$ cat src/rtl/ws2812_frame_streamer.sv
// WS2812 frame streamer: holds a frame of 24-bit GRB pixels in a small RAM
// and offers them MSB-first, one bit per valid/ready handshake, to the
// bit-timing encoder. After the last bit it keeps the link quiet for the
// latch gap, then pulses done.
//
// state   | meaning
// --------+----------------------------------------------------------
// S_IDLE  | waiting for start; read address parked on pixel 0
// S_LOAD  | RAM read data for the current pixel moves into r_shift
// S_SHIFT | offering r_shift[23]; shifts on each accepted bit
// S_LATCH | link quiet; latch counter runs once the encoder reports idle
module ws2812_frame_streamer #(
   parameter int  NUM_PIXELS   = 16,
   parameter int  LATCH_CYCLES = 2600,
   localparam int AW           = $clog2(NUM_PIXELS),
   localparam int LW           = $clog2(NUM_PIXELS + 1),
   localparam int CW           = $clog2(LATCH_CYCLES + 1)
) (
   input  logic          CLOCK_50,
   input  logic          RESET_N,
   input  logic          wr_en,
   input  logic [AW-1:0] wr_addr,
   input  logic [23:0]   wr_data,
   input  logic          start,
   input  logic [LW-1:0] frame_len,
   output logic          bit_valid,
   output logic          bit_value,
   input  logic          bit_ready,
   input  logic          link_idle,
   output logic          busy,
   output logic          done
);

   typedef enum logic [1:0] {
      S_IDLE  = 2'd0,
      S_LOAD  = 2'd1,
      S_SHIFT = 2'd2,
      S_LATCH = 2'd3
   } state_t;

   state_t        r_state;
   state_t        w_next;
   logic [23:0]   r_ram [NUM_PIXELS];
   logic [23:0]   r_rd_data;
   logic [23:0]   r_shift;
   logic [AW-1:0] r_pix_idx;
   logic [AW-1:0] w_rd_addr;
   logic [LW-1:0] r_len;
   logic [LW-1:0] w_len_clip;
   logic [4:0]    r_bit_cnt;
   logic [CW-1:0] r_lat_cnt;
   logic          r_counting;
   logic          w_hs;
   logic          w_last_pix;
   logic          w_done;
   logic          w_start_ok;

   assign w_len_clip = (frame_len > LW'(NUM_PIXELS)) ? LW'(NUM_PIXELS) : frame_len;
   assign w_hs       = (r_state == S_SHIFT) && bit_ready;
   assign w_last_pix = (LW'(r_pix_idx) == (r_len - LW'(1)));
   assign w_done     = (r_state == S_LATCH) && (r_lat_cnt == '0);
   assign w_start_ok = start && ((r_state == S_IDLE) || w_done);

   // State register; reset aborts any frame in flight.
   always_ff @(posedge CLOCK_50 or negedge RESET_N) begin
      if (!RESET_N) r_state <= S_IDLE;
      else          r_state <= w_next;
   end

   // Next state, link outputs and RAM read address.
   always_comb begin
      w_next    = r_state;
      bit_valid = 1'b0;
      bit_value = 1'b0;
      busy      = 1'b0;
      done      = 1'b0;
      w_rd_addr = '0;
      case (r_state)
         S_IDLE: begin
            if (start) w_next = (w_len_clip == '0) ? S_LATCH : S_LOAD;
         end
         S_LOAD: begin
            busy   = 1'b1;
            w_next = S_SHIFT;
         end
         S_SHIFT: begin
            busy      = 1'b1;
            bit_valid = 1'b1;
            bit_value = r_shift[23];
            // Prefetch the next pixel so it is ready when LOAD runs.
            w_rd_addr = r_pix_idx + AW'(1);
            if (w_hs && (r_bit_cnt == 5'd0)) w_next = w_last_pix ? S_LATCH : S_LOAD;
         end
         S_LATCH: begin
            if (w_done) begin
               done = 1'b1;
               if (start) w_next = (w_len_clip == '0) ? S_LATCH : S_LOAD;
               else       w_next = S_IDLE;
            end else begin
               busy = 1'b1;
            end
         end
         default: w_next = S_IDLE;
      endcase
   end

   // Pixel RAM: one write port, registered read returning pre-write data.
   always_ff @(posedge CLOCK_50) begin
      if (wr_en) r_ram[wr_addr] <= wr_data;
      r_rd_data <= r_ram[w_rd_addr];
   end

   // Shift register, bit/pixel counters and latch-gap timer.
   always_ff @(posedge CLOCK_50 or negedge RESET_N) begin
      if (!RESET_N) begin
         r_shift    <= '0;
         r_bit_cnt  <= '0;
         r_pix_idx  <= '0;
         r_len      <= '0;
         r_lat_cnt  <= '0;
         r_counting <= 1'b0;
      end else begin
         case (r_state)
            S_LOAD: begin
               r_shift   <= r_rd_data;
               r_bit_cnt <= 5'd23;
            end
            S_SHIFT: begin
               if (w_hs) begin
                  r_shift <= {r_shift[22:0], 1'b0};
                  if (r_bit_cnt != 5'd0) begin
                     r_bit_cnt <= r_bit_cnt - 5'd1;
                  end else if (w_last_pix) begin
                     r_lat_cnt  <= CW'(LATCH_CYCLES);
                     r_counting <= 1'b0;
                  end else begin
                     r_pix_idx <= r_pix_idx + AW'(1);
                  end
               end
            end
            S_LATCH: begin
               // Once the encoder has gone idle the gap runs to completion.
               if (link_idle) r_counting <= 1'b1;
               if (r_counting && (r_lat_cnt != '0)) r_lat_cnt <= r_lat_cnt - CW'(1);
            end
            default: ;
         endcase
         if (w_start_ok) begin
            r_len      <= w_len_clip;
            r_pix_idx  <= '0;
            r_lat_cnt  <= CW'(LATCH_CYCLES);
            r_counting <= 1'b0;
         end
      end
   end

endmodule

$ cat config.mk
export PLATFORM = sky130hd
export DESIGN_NAME = ws2812_frame_streamer
export DESIGN_NICKNAME = d
export VERILOG_FILES = /design/src/rtl/ws2812_frame_streamer.sv
export SDC_FILE = /design/constraint.sdc
export NUM_CORES = 1
export LEC_CHECK = 0
export ABC_AREA = 0
export ABC_CLOCK_PERIOD_IN_PS = 5400
export CORE_ASPECT_RATIO = 1.2
export CORE_MARGIN = 8
export CORE_UTILIZATION = 25
export CTS_CLUSTER_DIAMETER = 80
export CTS_CLUSTER_SIZE = 24
export DETAILED_ROUTE_END_ITERATION = 6
export SYNTH_ARGS = -nofsm -noshare
export SYNTH_HDL_FRONTEND = slang
export SYNTH_SLANG_ARGS = --single-unit
$ cat constraint.sdc
create_clock -name CLOCK_50 -period 5.4 [get_ports CLOCK_50]
set_clock_uncertainty 0.05 [all_clocks]
set_input_delay 0.81 -clock CLOCK_50 [delete_from_list [all_inputs] [get_ports CLOCK_50]]
set_output_delay 0.81 -clock CLOCK_50 [all_outputs]
set_load 0.05 [all_outputs]
==> impl_results.md, run 1 <==
* R2R Path Start: r_pix_idx[0]$_DFFE_PN0P_
* Detail Route Antenna Nets at 0
* Met3 Resource Use GR at 1.827%
* Seq/Total Area, Yosys at 72.64%
* Simple-Gate Fraction of Synth Area at between 4 and 5%
* Startpoint Class: flip-flop
* Met2 usage at between 15 and 20%
* Final hold vios at 0
* Worst relative slew slack at 22.63%
* EDFF count, synth at 384
* Worst-margin pin slew at ~1.2 ns
* Final WL at 40,830 microns
* Fill count at 7,170
* Clock tree sinks at between 400 and 500
* Top post-synthesis cells by area: edfxtp_1 63%, dfrtp_1 7.2%, mux4_2 5.9%, mux2i_1 3.8%, dfxtp_1 2.6%
* Clk buf depth at 3
* DR DRC count at 0
* Ys Warns at 0
* Number of CTS-inserted buffers at 27
* Data arrival, critical path at between 2 and 3 ns
* Final min period at roughly 3.7 ns
* TNS Setup at 0 ns
* Pin count of the biggest net entering global routing at between 60 and 70
* Core area at about 73,000 sq um
* Max_cap viols at 0
* Synth top area share at between 60% and 70%
* DPL Wire Length at ~23,000 microns
* Post-Syn Area per Cell at ~17 sq um
* CTS tree: done
* Total chip power at between 7 and 8 mW
* Root buffer cell: clkbuf_16
* CP required at 4.54 ns
* Avg WL per Cell at 19.57 microns
* Peak VDD IR at between 0.2 and 0.25 mV
* Vias in the first global route at ~10,000
* Number of post-CTS setup repair buffers at 0
* Post-synth top cells: 384 x edfxtp_1, 69 x mux2i_1, 54 x nor2_1, 54 x o21ai_0, 53 x dfrtp_1
* Nets at 1,170
* Cell taking the most area after synthesis: edfxtp_1
* Netlist cell types at 61
* Area Overhead vs Synth at 13.62%
* Reg-to-Reg End: r_rd_data[15]$_DFF_P_
* I/O Buffers at 42
* Largest family of logic cells by synthesized area: multiplexers
* GRT Overall Usage at under 10%
* GRT Max-Usage Layer: met2
* Crit. End Element: primary output
* First-pass GRT wire length at 62,150 microns
* Worst hold path type: input port to async pin
* Post-synthesis xor/xnor area fraction at less than 1%
* Adder-Cell Fraction of Synth Area at less than 1%
* Synth Area in Compound Gates at 8.170%
* Vias at roughly 9,900
* Setup violations, final at 0
* Hold buffers post-CTS at 0
* Starting Density at between 20 and 30%
* H-tree levels at 1
* Initial antenna violation count at 4
* Mapped Cells at between 1,000 and 1,500
* Die Wd at around 260 microns
* Crit Path Max Fanout at 4
* Post-synthesis mux area share at between 10% and 20%
* Status: complete, no violations
* Site row count at ~110
* GR Layer Usage met1 at 12.69%
* Pwr Density at between 300 and 400 nW/um^2
* Final Wtd Congestion at 0.7476
* First-pass DRT Iterations at 5
* Grt ovf at 0
* Die height at between 300 and 400 microns
* Worst skew pair latency at 0.61 ns
* FF-to-FF path depth at 7
* # resized after CTS at 0
* Full die area at between 80,000 and 90,000 sq um
* Synth async-reset ratio at a little under an eighth
* Post-DR vias/cell at approximately 4.7
* Mapped Area at between 15,000 and 20,000 sq um
* I/O Pins at 43
* RSZ-0062 raised after global routing: no
* Clk slew on worst S/H paths at 0.08 ns
* R2R Setup Slk at 2.06 ns
* Mapped Nets at around 1,200
* Most frequent cell after synthesis: edfxtp_1
* FF+latch count, synth at ~460
* Leak Pwr at 6.711 nW
* Primary FF master, synth: edfxtp_1
* Kind of critical path: flip-flop to primary output
* Max frequency at 269.1 MHz
* Pins Over Slew Limit at 0
* Layout cells sized above 1 at approximately 15%
* Crit share post-route at a little under 70%
* Drt initial violations at 849
[registers in the layout, summed over array words and instances (netlist names)]
signal      flops
r_bit_cnt       5
r_counting      1
r_lat_cnt      12
r_len           5
r_pix_idx       4
r_ram         384
r_rd_data      24
r_shift        24
r_state         2
[logic make-up after synthesis]
group                    count (synthesis)
AO/OA/AOI/OAI                          216
XOR/XNOR                                13
adder cells (fa/ha/maj)                 10
buffers and inverters                   86
flip-flops                             461
multiplexers                           145
AND/OR/NAND/NOR                        171
[power by group]
group,switching (mW),leakage [nW],internal (mW)
combinational,0.892,1.96,0.569
sequential,0.154,4.32,4.11
clock,1.23,0.434,1.04
[worst max path at each step]
| stage | from | to | depth (start not counted) |
|---|---|---|---|
| floorplan | wr_addr[2] | r_ram[0][0]$_DFFE_PP_ | 2 |
| global placement | r_pix_idx[0]$_DFFE_PN0P_ | r_rd_data[15]$_DFF_P_ | 7 |
| detailed placement | r_pix_idx[0]$_DFFE_PN0P_ | r_rd_data[7]$_DFF_P_ | 5 |
| CTS | r_lat_cnt[0]$_DFFE_PN0P_ | done | 6 |
| global route | r_lat_cnt[0]$_DFFE_PN0P_ | done | 6 |
| finish | r_lat_cnt[0]$_DFFE_PN0P_ | done | 6 |
[routing by layer]
metal,vias up,wire length (microns)
li1,4440,-
met1,5091,17900
met2,259,19640
met3,69,2271
met4,4,981
met5,-,27
[worst max-delay path, stage by stage (launching register included)]
cell and delay (ns):
dfrtp_1 0.41, inv_1 0.07, ha_1 0.18, nor3b_1 0.39, nand3_2 0.22, nor2_1 0.19, clkdlybuf4s50_1 0.83
[cells in the final DEF (no fill, tap or decap), types with 24 or more instances in the layout]
| cell | synthesis | layout |
|---|---|---|
| mux4_2 | 48 | 48 |
| clkdlybuf4s50_1 | 0 | 41 |
| edfxtp_1 | 384 | 384 |
| nor2_1 | 54 | 41 |
| o21ai_0 | 54 | 54 |
| dfrtp_1 | 53 | 53 |
| mux2_2 | 28 | 28 |
| nand2_1 | 45 | 44 |
| clkbuf_16 | 0 | 27 |
| dfxtp_1 | 24 | 24 |
| a21oi_1 | 39 | 38 |
| mux2i_1 | 69 | 69 |
[area by class of cell]
| class | instances | area (sq um) | share of cell area (%) |
|---|---|---|---|
| tap | 943 | 1180 | 5.656 |
| antenna | 1 | 2.502 | 0.01199 |
| multi-input combinational | 555 | 4845 | 23.22 |
| clock inverter | 12 | 177.7 | 0.8516 |
| inverter | 18 | 67.56 | 0.3239 |
| sequential | 461 | 13340 | 63.93 |
| clock buffer | 38 | 716.9 | 3.436 |
| timing repair buffer | 58 | 535.5 | 2.567 |
[metrics by stage]
stage                     util [%]  hold WS, ns  setup WS, ns  cells  instance area (sq um)
after global placement       27.26       0.4110         2.114   2035                  19970
after CTS                    28.48       0.3232         1.642   2085                  20860
after global routing         28.48       0.3646         1.440   2085                  20860
after floorplan                  -       0.3830         1.923   1102                  18360
final                        28.49       0.3065         1.684   2086                  20860
after detailed placement     27.26       0.4202         2.069   2035                  19970
Power figures use the tool's default switching activity.
==> inputs of run 2 (changes only) <==
--- a/config.mk
+++ b/config.mk
@@ -6,7 +6,7 @@
 export NUM_CORES = 1
 export LEC_CHECK = 0
 export ABC_AREA = 0
-export ABC_CLOCK_PERIOD_IN_PS = 5400
+export ABC_CLOCK_PERIOD_IN_PS = 3900
 export CORE_ASPECT_RATIO = 1.2
 export CORE_MARGIN = 8
 export CORE_UTILIZATION = 25
==> constraint.sdc (replaced) <==
create_clock -name CLOCK_50 -period 3.9 [get_ports CLOCK_50]
set_clock_uncertainty 0.05 [all_clocks]
set_input_delay 0.585 -clock CLOCK_50 [delete_from_list [all_inputs] [get_ports CLOCK_50]]
set_output_delay 0.585 -clock CLOCK_50 [all_outputs]
set_load 0.05 [all_outputs]
==> run 2 against run 1 <==
Net effect: cell area increased by 0.77%; clock-buffer cell count unchanged; via count increased by 1.3%; routed wire length increased by 2.1%; sequential cell count unchanged; critical path type unchanged; largest cell class unchanged.
==> impl_results.md, run 2 (synthesis results as in run 1) <==
* Final Wtd Congestion at between 0.7 and 0.8
* Clock tree sinks at about 460
* Reg-to-Reg End: r_lat_cnt[3]$_DFFE_PN0P_
* Avg WL per Cell at between 15 and 20 microns
* Max frequency at slightly below 300 MHz
* Root buffer cell: clkbuf_16
* Max_cap viols at 0
* Worst hold path type: input port to async pin
* RSZ-0062 raised after global routing: no
* Full die area at a little over 80,000 sq um
* # resized after CTS at 0
* Leak Pwr at about 7 nW
* GRT Max-Usage Layer: met2
* Worst skew pair latency at 0.61 ns
* First-pass GRT wire length at roughly 63,000 microns
* Met3 Resource Use GR at roughly 1.7%
* Pins Over Slew Limit at 0
* GRT Overall Usage at under 10%
* Starting Density at between 20% and 30%
* Largest Register: r_ram
* Vias in the first global route at between 10,000 and 15,000
* Fill count at just over 7,000
* DR DRC count at 0
* Clk buf depth at 3
* H-tree levels at 1
* Kind of critical path: flip-flop to primary output
* Final min period at roughly 3.5 ns
* R2R Setup Slk at ~0.94 ns
* Commonest non-fill, non-tap cell in the layout: edfxtp_1
* I/O Pins at 43
* Area Overhead vs Synth at 14.50%
* Die Wd at between 200 and 300 microns
* Vias at between 9,000 and 10,000
* Most frequent cells in the layout: 384 x edfxtp_1, 69 x mux2i_1, 54 x o21ai_0
* Setup violations, final at 0
* Peak VDD IR at 0.3029 mV
* R2R Path Start: r_len[0]$_DFFE_PN0P_
* Worst-margin pin slew at around 1.1 ns
* Detail Route Antenna Nets at 0
* DPL Wire Length at roughly 24,000 microns
* Status: complete, no violations
* CP peak stage delay at roughly 0.82 ns
* FF-to-FF path depth at 8
* Crit. End Element: primary output
* Layout cells sized above 1 at 16.18%
* GR Layer Usage met1 at a little over an eighth
* CP Cell Sequence: inv_1, ha_1, nor3b_1, nand3_2, nor2_1, clkdlybuf4s50_1
* Worst relative slew slack at 24.83%
* Largest register FFs at roughly 380
* Nets at ~1,200
* CP max stage cell: clkdlybuf4s50_1
* Final hold slack at about 0.068 ns
* CP required at between 3 and 4 ns
* Initial antenna violation count at 2
* Clk slew on worst S/H paths at ~0.090 ns
* CTS tree: done
* Grt ovf at 0
* Final WL at 41,670 microns
* Core area at around 73,000 sq um
* Met2 usage at 16.57%
* Startpoint Class: flip-flop
* First-pass DRT Iterations at 5
* Crit Path Max Fanout at 4
* I/O Buffers at 42
* Site row count at 109
* Number of post-CTS setup repair buffers at 0
* Final hold vios at 0
* Number of CTS-inserted buffers at 26
* Largest registers: r_ram x384, r_rd_data x24, r_shift x24
* Die height at around 310 microns
* Crit share post-route at 88.89%
* Pin count of the biggest net entering global routing at 68
* TNS Setup at 0 ns
* Pwr Density at 523.4 nW/um^2
* Post-DR vias/cell at ~4.7
* Data arrival, critical path at around 2.8 ns
* Drt initial violations at 870
* Hold buffers post-CTS at 0
[run 2: changes by cell type in the layout (fill, tap and decap cells not counted)]
cell,previous run,this run
clkinv_1,1,0
inv_4,1,0
clkbuf_16,27,26
inv_16,4,2
inv_6,1,3
clkinv_4,0,1
bufinv_16,1,0
inv_8,1,0
clkbuf_8,0,1
inv_12,2,0
buf_12,0,3
clkinv_16,0,2
buf_4,16,36
[run 2: layer usage]
metal	share of wire, %	up-vias
li1	-	4469
met1	44	5207
met2	49	257
met3	5.0	52
met4	2.3	2
met5	0.031	-
[run 2: worst max-delay path: cells and delay by family, from the launching register on]
family	cells	cell delay [ns]
simple gates	3	0.76
flops	1	0.42
buf+inv	2	0.89
fa+ha+maj	1	0.18
[run 2: final cells by class]
cell class / count / area (sq um) / share of cell area, %
flip-flops and latches: 461 / 13340 / 63.44
well taps: 943 / 1180 / 5.612
diodes: 1 / 2.502 / 0.01190
inverters: 18 / 67.56 / 0.3214
clock buffers: 38 / 705.7 / 3.357
clock inverters: 9 / 140.1 / 0.6665
multi-input cells: 555 / 4845 / 23.04
repair buffers: 81 / 745.7 / 3.547
[run 2: worst max path at each step]
stage / startpoint / cells after the start / slack, ns / end
after detailed placement: bit_ready / 6 / 0.97 / r_lat_cnt[4]$_DFFE_PN0P_
after CTS: r_lat_cnt[0]$_DFFE_PN0P_ / 6 / 0.39 / done
after floorplan: wr_addr[2] / 2 / 0.65 / r_ram[0][0]$_DFFE_PP_
after global placement: bit_ready / 6 / 0.96 / r_lat_cnt[7]$_DFFE_PN0P_
final: r_lat_cnt[0]$_DFFE_PN0P_ / 6 / 0.43 / done
after global routing: r_lat_cnt[0]$_DFFE_PN0P_ / 6 / 0.22 / done
[run 2: per-stage QoR]
stage / total power [mW] / setup slack (ns) / instance area, sq um / utilization [%] / instances
5_1_grt: 11.51 / 0.2244 / 21020 / 28.70 / 2105
6_report: 11.00 / 0.4332 / 21020 / 28.71 / 2106
4_1_cts: 11.11 / 0.3877 / 21020 / 28.70 / 2105
2_1_floorplan: 7.466 / 0.6476 / 18360 / - / 1102
3_3_place_gp: 8.051 / 0.9598 / 20180 / 27.55 / 2058
3_5_place_dp: 8.111 / 0.9705 / 20180 / 27.55 / 2058
[run 2: power by group]
| part | switching (mW) | internal [mW] | total (mW) |
|---|---|---|---|
| clock network | 1.68 | 1.33 | 3.02 |
| registers | 0.226 | 5.69 | 5.91 |
| logic | 1.26 | 0.816 | 2.08 |
| total | 3.17 | 7.83 | 11.0 |
